<file path="src/rtl/stream_demux.sv">
// One-beat stream demultiplexer: routes each input beat to one channel or a broadcast set,
// retiring it once every addressed channel has taken it; beats with no destination are dropped.
module stream_demux #(
  parameter int unsigned NUM_OUTPUTS = 4,
  parameter int unsigned DATA_WIDTH  = 32,
  parameter int unsigned CNT_WIDTH   = 8
) (
  input  logic                       i_clk,
  input  logic                       i_rst_n,
  input  logic                       i_valid,
  output logic                       o_ready,
  input  logic [DATA_WIDTH-1:0]      i_data,
  input  logic [$clog2(NUM_OUTPUTS)-1:0] i_select,
  input  logic                       i_bcast,
  input  logic [NUM_OUTPUTS-1:0]     i_bcast_mask,
  output logic [NUM_OUTPUTS-1:0]     o_valid,
  input  logic [NUM_OUTPUTS-1:0]     i_ready,
  output logic [DATA_WIDTH-1:0]      o_data,
  output logic                       o_drop,
  output logic [CNT_WIDTH-1:0]       o_drop_count
);

  localparam int unsigned SELECT_BITS = $clog2(NUM_OUTPUTS);

  typedef enum logic {StEmpty, StHold} state_e;

  logic [DATA_WIDTH-1:0]  data_q;
  logic [NUM_OUTPUTS-1:0] pend_q;
  logic                   drop_q;
  logic [CNT_WIDTH-1:0]   cnt_q;

  state_e                 state;
  logic [NUM_OUTPUTS-1:0] dest_sel;
  logic [NUM_OUTPUTS-1:0] dest;
  logic                   drain;
  logic                   ready;
  logic                   handshake;

  always_comb begin
    // Out-of-range selects match no channel and fall through to a drop.
    dest_sel = '0;
    for (int k = 0; k < int'(NUM_OUTPUTS); k++) begin
      if (i_select == SELECT_BITS'(k)) dest_sel[k] = 1'b1;
    end
    dest  = i_bcast ? i_bcast_mask : dest_sel;
    drain = ((pend_q & ~i_ready) == '0);
    state = (pend_q == '0) ? StEmpty : StHold;
    unique case (state)
      StEmpty: ready = 1'b1;
      StHold:  ready = drain;
      default: ready = 1'b1;
    endcase
    handshake = i_valid & ready;
  end

  always_ff @(posedge i_clk or negedge i_rst_n) begin
    if (!i_rst_n) begin
      data_q <= '0;
      pend_q <= '0;
      drop_q <= 1'b0;
      cnt_q  <= '0;
    end else begin
      drop_q <= 1'b0;
      if (handshake) begin
        if (dest != '0) begin
          data_q <= i_data;
          pend_q <= dest;
        end else begin
          pend_q <= '0;
          drop_q <= 1'b1;
          if (cnt_q != {CNT_WIDTH{1'b1}}) cnt_q <= cnt_q + 1'b1;
        end
      end else begin
        pend_q <= pend_q & ~i_ready;
      end
    end
  end

  assign o_ready      = ready;
  assign o_valid      = pend_q;
  assign o_data       = data_q;
  assign o_drop       = drop_q;
  assign o_drop_count = cnt_q;

endmodule

</file>
<file path="config.mk">
export PLATFORM = sky130hd
export DESIGN_NAME = stream_demux
export DESIGN_NICKNAME = d
export VERILOG_FILES = /design/src/rtl/stream_demux.sv
export SDC_FILE = /design/constraint.sdc
export NUM_CORES = 1
export LEC_CHECK = 0
export CORE_MARGIN = 10
export CORE_UTILIZATION = 33
export DETAILED_ROUTE_END_ITERATION = 7
export GPL_TIMING_DRIVEN = 0
export PLACE_DENSITY = 0.67
export SETUP_SLACK_MARGIN = 0.02
export SKIP_LAST_GASP = 1
export SYNTH_ARGS = -nofsm -noshare
export SYNTH_HDL_FRONTEND = slang
export SYNTH_SLANG_ARGS = --single-unit
</file>
<file path="constraint.sdc">
create_clock -name i_clk -period 3.02 [get_ports i_clk]
set_input_delay 0.604 -clock i_clk [delete_from_list [all_inputs] [get_ports i_clk]]
set_output_delay 0.604 -clock i_clk [all_outputs]
set_load 0.01 [all_outputs]
</file>
### Yosys cells after proc, flatten, opt, wreduce, memory -nomap -nowiden

Cells that the tools add are included.

* register bits after elaboration: 45
* bits of input ports: 46
* output and inout bits: 46
* logic and storage cells: 30

* $add $sub $neg: 1
* equal/unequal tests: 4
* muxes and demuxes: 11
* bitwise logic cells: 4
* reduce and logical (&&, ||, !) cells: 6

Operator list (number)
* $mux W4: 3
* $add A8 B1 Y8 const B: 1
* $logic_not A4 Y1: 2
* $ne A8 B8 Y1 const B: 1
* $mux W1: 7
* $and A4 B4 Y4: 1
* $eq A2 B2 Y1 const B: 2
* $not A4 Y4: 1
* $reduce_bool A4 Y1: 1
* $reduce_and A3 Y1: 1
* $eq A2 B1 Y1 const B: 1
* $logic_not A2 Y1: 1
* $pmux W1 S2: 1
* $reduce_and A2 Y1: 1
* $and A1 B1 Y1: 1
* $not A1 Y1: 1

### Longest topological paths before layout

Gate-level depths: netlist (run 1).

* depth in word-level cells: 6
* gate-level depth with buffers: 6
* depth with buffers taken out: 5

### Worst setup path before layout (run 1)

No wires, ideal clock.

* path kind: input-to-reg
* start: in i_bcast
* end: reg cnt_q[1], in the netlist o_drop_count[1]
* library setup time: 128 ps
* data arrival time: 1662 ps
* data required time: 2892 ps
* slack: 1230 ps
* stages on the path: 5
* buffers on the path: 1
* cells stage by stage: buf_4 > nor3b_2 > nand2_2 > nor4_4 > mux2_1

* cells in the longest elaborated chain, start to end: 4

RTL lines
* start, declared: line 14 `input logic i_bcast,`
* $mux W4: line 45 `dest = i_bcast ? i_bcast_mask : dest_sel;`
* $reduce_bool A4 Y1: line 65 `if (dest != '0) begin`
* $not A1 Y1 (no line)
* $reduce_and A3 Y1 (no line)
* end signal, assigned: line 71 `if (cnt_q != {CNT_WIDTH{1'b1}}) cnt_q <= cnt_q + 1'b1;`
* end, declared: line 30 `logic [CNT_WIDTH-1:0] cnt_q;`

No other way between the ends.
A chain may end at the register's enable or synchronous reset.

### Worst setup path after layout (run 1)

* start: in i_ready[2]
* end: out o_ready

* cells in the longest elaborated chain, start to end: 4

RTL lines
* start, declared: line 17 `input logic [NUM_OUTPUTS-1:0] i_ready,`
* $not A4 Y4: line 46 `drain = ((pend_q & ~i_ready) == '0);`
* $and A4 B4 Y4: line 46
* $logic_not A4 Y1: line 46
* $pmux W1 S2: line 48 `unique case (state)`
* end, declared: line 11 `output logic o_ready,`

No other way between the ends.

==> results of run 1 <==
## state kept, by name, indices dropped and copies added, names as in the netlist
register      count
o_data           32
o_drop_count      8
o_valid           4
o_drop            1
## worst max-delay path by stage
stage	startpoint	end	slack, ns	cells after the start
global placement	i_rst_n	o_data[4]	0.07	1
floorplan	i_bcast	o_drop_count[1]	1.23	5
CTS	i_ready[2]	o_ready	0.30	5
finish	i_ready[2]	o_ready	0.31	5
detailed placement	i_ready[2]	o_ready	0.30	5
global route	i_ready[2]	o_ready	0.23	5
## metrics by stage
stage / total power (W) / utilization
final: 0.00193 / 0.547
after global routing: 0.00204 / 0.547
after CTS: 0.00196 / 0.547
after detailed placement: 0.00148 / 0.525
after global placement: 0.00147 / 0.522
after floorplan: 0.00107 / -
## cell usage after synthesis (all sizes together)
library cell / number
o2111ai: 1
nor2: 6
or4: 1
nor3b: 3
and4: 1
xor2: 2
nand2: 6
and2: 1
ha: 1
dfrtp: 45
nor4: 2
o21ai: 5
a41oi: 2
xnor2: 1
a21oi: 4
nand4: 3
nor3: 2
inv: 3
nand2b: 5
a31oi: 2
nand3: 3
and3: 1
buf: 4
mux2: 35
## area by class of cell
class	count	area, um2	area share
Clock inverter	2	37.5	0.0124
Inverter	3	11.3	0.00372
Timing Repair Buffer	91	916	0.302
Multi-Input combinational cell	87	734	0.243
Sequential cell	45	1130	0.372
Clock buffer	6	82.6	0.0273
Tap cell	72	90.1	0.0298
Buffer	4	30.0	0.00992
## placed cells by master, fill, tap and decap left out, types with 2 or more instances in the layout
cell,count
a31oi_1,2
clkbuf_8,6
buf_4,4
nand2b_1,5
clkdlybuf4s50_1,89
dfrtp_1,45
nor2_1,6
a21oi_1,4
nor3b_1,2
mux2_2,33
o21ai_0,5
nor3_1,2
mux2_1,2
a41oi_1,2
inv_1,2
nand2_1,5
nand3_1,2
nand4_1,2
xor2_1,2
## layer usage
layer / vias to the layer above / wire (um)
met5: - / 0
met4: 0 / 56
met3: 4 / 484
met2: 79 / 2040
met1: 654 / 2400
li1: 689 / -
## power groups by stage
stage | sequential (W) | combinational (W) | clock, W
global placement | 0.000815 | 0.000653 | 0
finish | 0.000807 | 0.000646 | 0.000472
floorplan | 0.000884 | 0.000188 | 0
detailed placement | 0.000820 | 0.000662 | 0
global route | 0.000822 | 0.000694 | 0.000519
CTS | 0.000808 | 0.000663 | 0.000488
## critical path, delay by kind of cell
kind	cells	cell delay [ns]
buf+inv	3	1.18
simple gates	2	0.31
## kinds of logic after synthesis
kind of cell,Yosys count,share of synthesized area
AO/OA/AOI/OAI,14,0.0441
XOR/XNOR,3,0.0138
flip-flops,45,0.592
AND/OR/NAND/NOR,34,0.114
adder cells (fa/ha/maj),1,0.00658
multiplexers,35,0.207
buffers and inverters,7,0.0217
==> results.py, run 1 <==
metrics = {
    "cts": {
        "clk_path_buf_depth": 2,
        "clk_root_buffer_cell": "clkbuf_8",
        "cts_htree_levels": 2,
        "clock_latency_ns": 0.29,
        "holdBufCountCts": 0,
        "cts_made_buffers": 5,
        "cts_tree": "done",
        "post_cts_resized": 0,
        "cts.sinks": 45,
        "post_cts_buffers": 0,
        "path_clk_slew_ns": 0.08,
    },
    "global_route": {
        "gr-total-overflow": 0,
        "grt_max_degree": 35,
        "grt_first_pass_wirelength_um": 7650,
        "met3_usage": 0.0397,
        "antenna_found_initial": 0,
        "busiest_layer": "met2",
        "track_usage": 0.106,
        "use_met1": 0.140,
        "grt_pass1_vias": 1492,
        "use_met2": 0.154,
    },
    "flow_run": {
        "maxCapViolations": 0,
    },
    "setup_path": {
        "reg2reg_slack_ns": 1.30,
        "crit_type": "primary input to output port",
        "critPathMaxStageDelay_ns": 0.56,
        "critPathArrivalTime_ns": 2.10,
        "setup.worst_path.start_class": "primary input",
        "cp_cell_sequence": "clkdlybuf4s50_1 > nand2b_1 > nand4_2 > inv_2 > clkdlybuf4s50_1",
        "crit_path_end_kind": "output port",
        "critPathSlowestCell": "clkdlybuf4s50_1",
        "worstPathRequired_ns": 2.42,
        "reg2regPathDepth": 5,
        "crit_path_max_fanout": 7,
        "reg2reg_from": "o_drop_count[0]",
        "reg2reg_to": "o_drop_count[1]",
        "path_common_cell": "clkdlybuf4s50_1",
    },
    "routing": {
        "first_iter_violations": 21,
        "vias": 1426,
        "drc": 0,
        "antenna_left": 0,
        "totalWireLength_um": 4970,
        "wire_per_inst_um": 16.0,
        "viasPerCell": 4.60,
        "dr.pass1.iters": 4,
    },
    "floorplan": {
        "die_w_um": 95.9,
        "die_y_um": 95.9,
        "die_area_um2": 9200,
        "rows": 27,
        "start_util": 0.343,
        "core_area_um2": 5540,
        "io_pins": 92,
    },
    "finish": {
        "diodes": 0,
        "drive_above_1_share": 0.223,
        "finalNonFillerCells": 310,
        "area_growth_pct": 59.2,
        "fin_area_um2": 3030,
        "fillers": 494,
        "nets": 284,
    },
    "place": {
        "post_dp_cell_area_um2": 2910,
        "dp_slack_ns": 0.303,
        "routabilityCongestion": 0.811,
        "hpwl_um": 3940,
        "portBuffers": 90,
        "place_inst": 302,
    },
    "timing": {
        "worstMarginPinSlew_ns": 0.360,
        "rsz0062_at_grt": "false",
        "slew_viol_final": 0,
        "fin_crit_sh": 0.896,
        "slew_headroom": 0.758,
        "hold_viol": 0,
        "min_period_ns": 2.71,
        "fin_setup_tns_ns": 0,
        "setup_viol": 0,
        "timing.clock.skew_ns": 0.00366,
        "max_freq_mhz": 370,
        "worst_slack_ns": 0.314,
        "hold_slack_ns": 0.188,
    },
    "synthesis": {
        "synth_area_um2": 1900,
        "synthesis.nets": 186,
        "seq_area_frac_synth": 0.592,
        "syn_inst": 139,
        "synth_warnings": 0,
        "synth_top_area_share": 0.592,
        "ys_types": 31,
        "yosys.area.top_type": "dfrtp_1",
        "synth.avg_cell_area_um2": 13.7,
        "synth-seq-cells": 45,
        "yosys-top-cells-area": "dfrtp_1 59%, mux2_2 20%, nand2b_1 1.6%, buf_4 1.6%, o21ai_0 1.3%",
    },
    "pwr": {
        "p_leak_nw": 1.24,
        "max-vdd-ir-drop_uv": 245,
        "netSwitchingFraction": 0.266,
        "powerDensity_nw_per_um2": 636,
        "p_sw_w": 0.000513,
        "internal_power_w": 0.00141,
        "clkPwrFrac": 0.245,
        "seqPwrFrac": 0.419,
        "p_comb_frac": 0.336,
    },
    "worst_hold_path": {
        "hp-class": "primary input to async pin",
    },
    "run_status": {
        "status": "finished clean",
    },
}
(Power assumes the default switching activity.)
==> run 2: changes to the inputs <==
- CELL_PAD_IN_SITES_DETAIL_PLACEMENT: unset -> 1
- CELL_PAD_IN_SITES_GLOBAL_PLACEMENT: unset -> 2
- CORE_ASPECT_RATIO: unset -> 0.6
- CORE_UTILIZATION: 33 -> 27
- PLACE_DENSITY: 0.67 -> unset
- PLACE_DENSITY_LB_ADDON: unset -> 0.1
==> results.py, run 2 (synthesized netlist as in run 1, its figures left out) <==
metrics = {
    "pwr": {
        "p_comb_frac": 0.318,
        "internal_power_w": 0.00153,
        "clkPwrFrac": 0.290,
        "p_sw_w": 0.000556,
        "netSwitchingFraction": 0.266,
        "total_power_w": 0.00209,
        "seqPwrFrac": 0.392,
        "powerDensity_nw_per_um2": 675,
        "p_leak_nw": 1.26,
        "max-vdd-ir-drop_uv": 363,
    },
    "floorplan": {
        "die_area_um2": 10900,
        "die_w_um": 128,
        "core_area_um2": 6760,
        "io_pins": 92,
        "start_util": 0.281,
        "die_y_um": 85.0,
        "rows": 23,
    },
    "setup_path": {
        "crit_type": "primary input to output port",
        "critPathSlowestCell": "clkdlybuf4s50_1",
        "critPathArrivalTime_ns": 2.14,
        "crit_path_end_kind": "output port",
        "cp_cell_sequence": "clkdlybuf4s50_1 > nand2b_1 > nand4_2 > inv_2 > clkdlybuf4s50_1",
        "path_common_cell": "clkdlybuf4s50_1",
        "critPathBufInv": 3,
        "setup.worst_path.start_class": "primary input",
        "worstPathRequired_ns": 2.42,
        "cp_top_family": "buffers and inverters",
        "crit_path_max_fanout": 7,
        "critPathMaxStageDelay_ns": 0.57,
    },
    "place": {
        "dp_slack_ns": 0.253,
        "hpwl_um": 5010,
        "routabilityCongestion": 0.749,
        "portBuffers": 90,
    },
    "cts": {
        "cts.sinks": 45,
        "clk_path_buf_depth": 2,
        "clk_root_buffer_cell": "clkbuf_16",
        "cts_htree_levels": 2,
        "post_cts_buffers": 0,
        "post_cts_resized": 0,
        "cts_tree": "done",
        "path_clk_slew_ns": 0.06,
        "holdBufCountCts": 0,
        "clock_latency_ns": 0.28,
        "cts_made_buffers": 5,
    },
    "routing": {
        "dr.pass1.iters": 4,
        "first_iter_violations": 35,
        "vias": 1485,
        "wire_per_inst_um": 18.9,
        "viasPerCell": 4.58,
        "totalWireLength_um": 6130,
        "antenna_left": 0,
        "drc": 0,
    },
    "timing": {
        "hold_viol": 0,
        "fin_setup_tns_ns": 0,
        "rsz0062_at_grt": "false",
        "slew_viol_final": 0,
        "setup_viol": 0,
        "slew_headroom": 0.587,
        "hold_slack_ns": 0.337,
        "worstMarginPinSlew_ns": 0.619,
        "worst_slack_ns": 0.273,
        "fin_crit_sh": 0.909,
        "timing.clock.skew_ns": 0.00292,
        "min_period_ns": 2.75,
        "max_freq_mhz": 364,
    },
    "finish": {
        "largest_reg_flops": 32,
        "drive_above_1_share": 0.219,
        "nets": 284,
        "area_growth_pct": 62.7,
        "final_common_cell": "clkdlybuf4s50_1",
        "mostFrequentLayoutCells": "89 x clkdlybuf4s50_1, 45 x dfrtp_1, 33 x mux2_2",
        "diodes": 0,
        "utilization": 0.458,
    },
    "global_route": {
        "grt_max_degree": 25,
        "grt_pass1_vias": 1714,
        "grt_first_pass_wirelength_um": 9650,
        "antenna_found_initial": 0,
        "gr-total-overflow": 0,
        "track_usage": 0.111,
    },
    "flow_run": {
        "maxCapViolations": 0,
    },
    "run_status": {
        "status": "finished clean",
    },
    "worst_hold_path": {
        "hp-class": "primary input to async pin",
    },
}
run 2: final timing paths:
kind | slack [ns] | endpoint | depth (start not counted) | start
worst max register to register | 1.24 | o_drop_count[3] | 5 | o_drop_count[0]
max in group asynchronous | 2.16 | o_data[4] | 2 | i_rst_n
min in group i_clk | 0.50 | o_data[14] | 1 | o_data[14]
worst min-delay path | 0.34 | o_drop_count[6] | 1 | i_rst_n
worst min register to register | 0.50 | o_data[14] | 1 | o_data[14]
worst max-delay path | 0.27 | o_ready | 5 | i_ready[0]
run 2: stage by stage:
step | instance area, um2 | cells
2_1_floorplan | 1900 | 139
3_3_place_gp | 2910 | 316
3_5_place_dp | 2930 | 317
4_1_cts | 3090 | 324
5_1_grt | 3090 | 324
6_report | 3090 | 324
run 2: worst reg2reg max path, stage by stage, from the launching register on:
cell and delay [ns]:
dfrtp_1 0.43, ha_1 0.27, nand4_1 0.19, o2111ai_1 0.18
or4_1 0.44, xnor2_1 0.15
run 2: metal layers:
metal	vias to the layer above	routed length (um)	part of all wire	global-route usage
li1	691	-	-	-
met1	734	2650	0.43	0.135
met2	58	2950	0.48	0.181
met3	2	514	0.084	0.0472
met4	0	19	0.0031	0.0193
met5	-	0	0	0
run 2: power by group through the flow:
stage	combinational, W	clock (W)	sequential [W]
4_1_cts	0.000684	0.000623	0.000819
5_1_grt	0.000715	0.000651	0.000836
6_report	0.000664	0.000606	0.000817
2_1_floorplan	0.000188	0	0.000884
3_5_place_dp	0.000682	0	0.000828
3_3_place_gp	0.000658	0	0.000814
run 2: final cells by class:
cell class / instances / area (um2)
Timing Repair Buffer: 91 / 923
Fill cell: 718 / 3670
Sequential cell: 45 / 1130
Inverter: 3 / 11.3
Clock inverter: 2 / 35.0
Buffer: 4 / 30.0
Clock buffer: 5 / 125
Multi-Input combinational cell: 87 / 734
Tap cell: 87 / 109
==> run 3: changes to the inputs <==
- CORE_UTILIZATION: 27 -> 28
- CTS_BUF_LIST: unset -> sky130_fd_sc_hd__clkbuf_4
==> results.py, run 3 (synthesized netlist as in run 1, its figures left out) <==
metrics = {
    "cts": {
        "cts.sinks": 45,
        "post_cts_buffers": 0,
        "path_clk_slew_ns": 0.14,
        "clock_latency_ns": 0.34,
        "cts_htree_levels": 2,
        "cts_made_buffers": 5,
        "clk_path_buf_depth": 2,
        "post_cts_resized": 0,
        "clk_root_buffer_cell": "clkbuf_4",
        "holdBufCountCts": 0,
        "cts_tree": "done",
    },
    "routing": {
        "vias": 1481,
        "antenna_left": 0,
        "drc": 0,
        "dr.pass1.iters": 4,
        "totalWireLength_um": 5710,
        "viasPerCell": 4.56,
        "first_iter_violations": 40,
        "wire_per_inst_um": 17.6,
    },
    "flow_run": {
        "maxCapViolations": 0,
    },
    "worst_hold_path": {
        "hp-class": "primary input to async pin",
    },
    "timing": {
        "slew_headroom": 0.765,
        "rsz0062_at_grt": "false",
        "setup_viol": 0,
        "slew_viol_final": 0,
        "hold_viol": 0,
        "fin_setup_tns_ns": 0,
        "min_period_ns": 2.81,
        "hold_slack_ns": 0.128,
        "timing.clock.skew_ns": 0.00519,
        "fin_crit_sh": 0.930,
        "max_freq_mhz": 356,
        "worstMarginPinSlew_ns": 0.351,
    },
    "finish": {
        "diodes": 0,
        "nets": 284,
        "area_growth_pct": 58.0,
        "largest_reg_flops": 32,
        "fin_area_um2": 3010,
        "drive_above_1_share": 0.218,
        "utilization": 0.452,
        "final_common_cell": "clkdlybuf4s50_1",
        "mostFrequentLayoutCells": "89 x clkdlybuf4s50_1, 45 x dfrtp_1, 33 x mux2_2",
        "fillers": 696,
    },
    "pwr": {
        "max-vdd-ir-drop_uv": 254,
        "clkPwrFrac": 0.200,
        "p_leak_nw": 1.22,
        "total_power_w": 0.00184,
        "p_sw_w": 0.000523,
        "internal_power_w": 0.00132,
        "powerDensity_nw_per_um2": 612,
        "netSwitchingFraction": 0.285,
        "p_comb_frac": 0.359,
        "seqPwrFrac": 0.441,
    },
    "setup_path": {
        "crit_path_max_fanout": 7,
        "crit_type": "primary input to output port",
        "setup.worst_path.start_class": "primary input",
        "crit_path_end_kind": "output port",
        "critPathArrivalTime_ns": 2.20,
        "worstPathRequired_ns": 2.42,
    },
    "place": {
        "hpwl_um": 4650,
        "post_dp_cell_area_um2": 2930,
        "routabilityCongestion": 0.743,
        "portBuffers": 90,
    },
    "run_status": {
        "status": "finished clean",
    },
    "global_route": {
        "antenna_found_initial": 0,
        "grt_pass1_vias": 1660,
        "gr-total-overflow": 0,
        "grt_first_pass_wirelength_um": 9090,
        "track_usage": 0.106,
        "grt_max_degree": 33,
    },
    "floorplan": {
        "start_util": 0.286,
        "rows": 23,
        "die_y_um": 83.8,
        "core_area_um2": 6650,
        "io_pins": 92,
        "die_w_um": 126,
        "die_area_um2": 10600,
    },
}
-- run 3: cell types whose count changed in the layout (fill, tap and decap cells not counted), sizes merged --
cell      change
clkinvlp      +1
-- run 3: final timing paths --
path                                  from         endpoint  slack, ns  cells after the start
max in group asynchronous          i_rst_n       o_data[21]       2.40                      2
min in group i_clk               o_data[3]        o_data[3]       0.52                      1
min reg2reg                      o_data[3]        o_data[3]       0.52                      1
max                             i_ready[1]          o_ready       0.21                      5
min                                i_rst_n       o_data[28]       0.13                      1
max reg2reg                o_drop_count[0]  o_drop_count[3]       1.23                      5
-- run 3: layout make-up --
type	instances	area (um2)	area share
Clock buffer	5	37.5	0.0125
Buffer	4	30.0	0.00999
Clock inverter	3	41.3	0.0137
Inverter	3	11.3	0.00375
Tap cell	87	109	0.0362
Multi-Input combinational cell	87	734	0.244
Timing Repair Buffer	91	916	0.305
Sequential cell	45	1130	0.375
-- run 3: stage by stage --
stage | std cells | setup WS (ns)
after detailed placement | 317 | 0.200
final | 325 | 0.211
after global routing | 325 | 0.130
after floorplan | 139 | 1.23
after CTS | 325 | 0.191
after global placement | 316 | 0.140
-- run 3: per-layer routing --
layer,share of wire,global-route usage
met4,0.011,0.0278
met5,0,0
met1,0.43,0.122
met2,0.46,0.170
met3,0.099,0.0558
-- run 3: worst max-delay path, cell delays in order --
cell and delay (ns):
clkdlybuf4s50_1 0.46, nand2b_1 0.14, nand4_2 0.23, inv_2 0.20
clkdlybuf4s50_1 0.57
-- run 3: power by group through the flow --
stage,logic [W],registers (W),clock network (W)
floorplan,0.000188,0.000884,0
global placement,0.000656,0.000816,0
detailed placement,0.000675,0.000826,0
CTS,0.000678,0.000814,0.000389
global route,0.000710,0.000831,0.000418
finish,0.000660,0.000811,0.000367
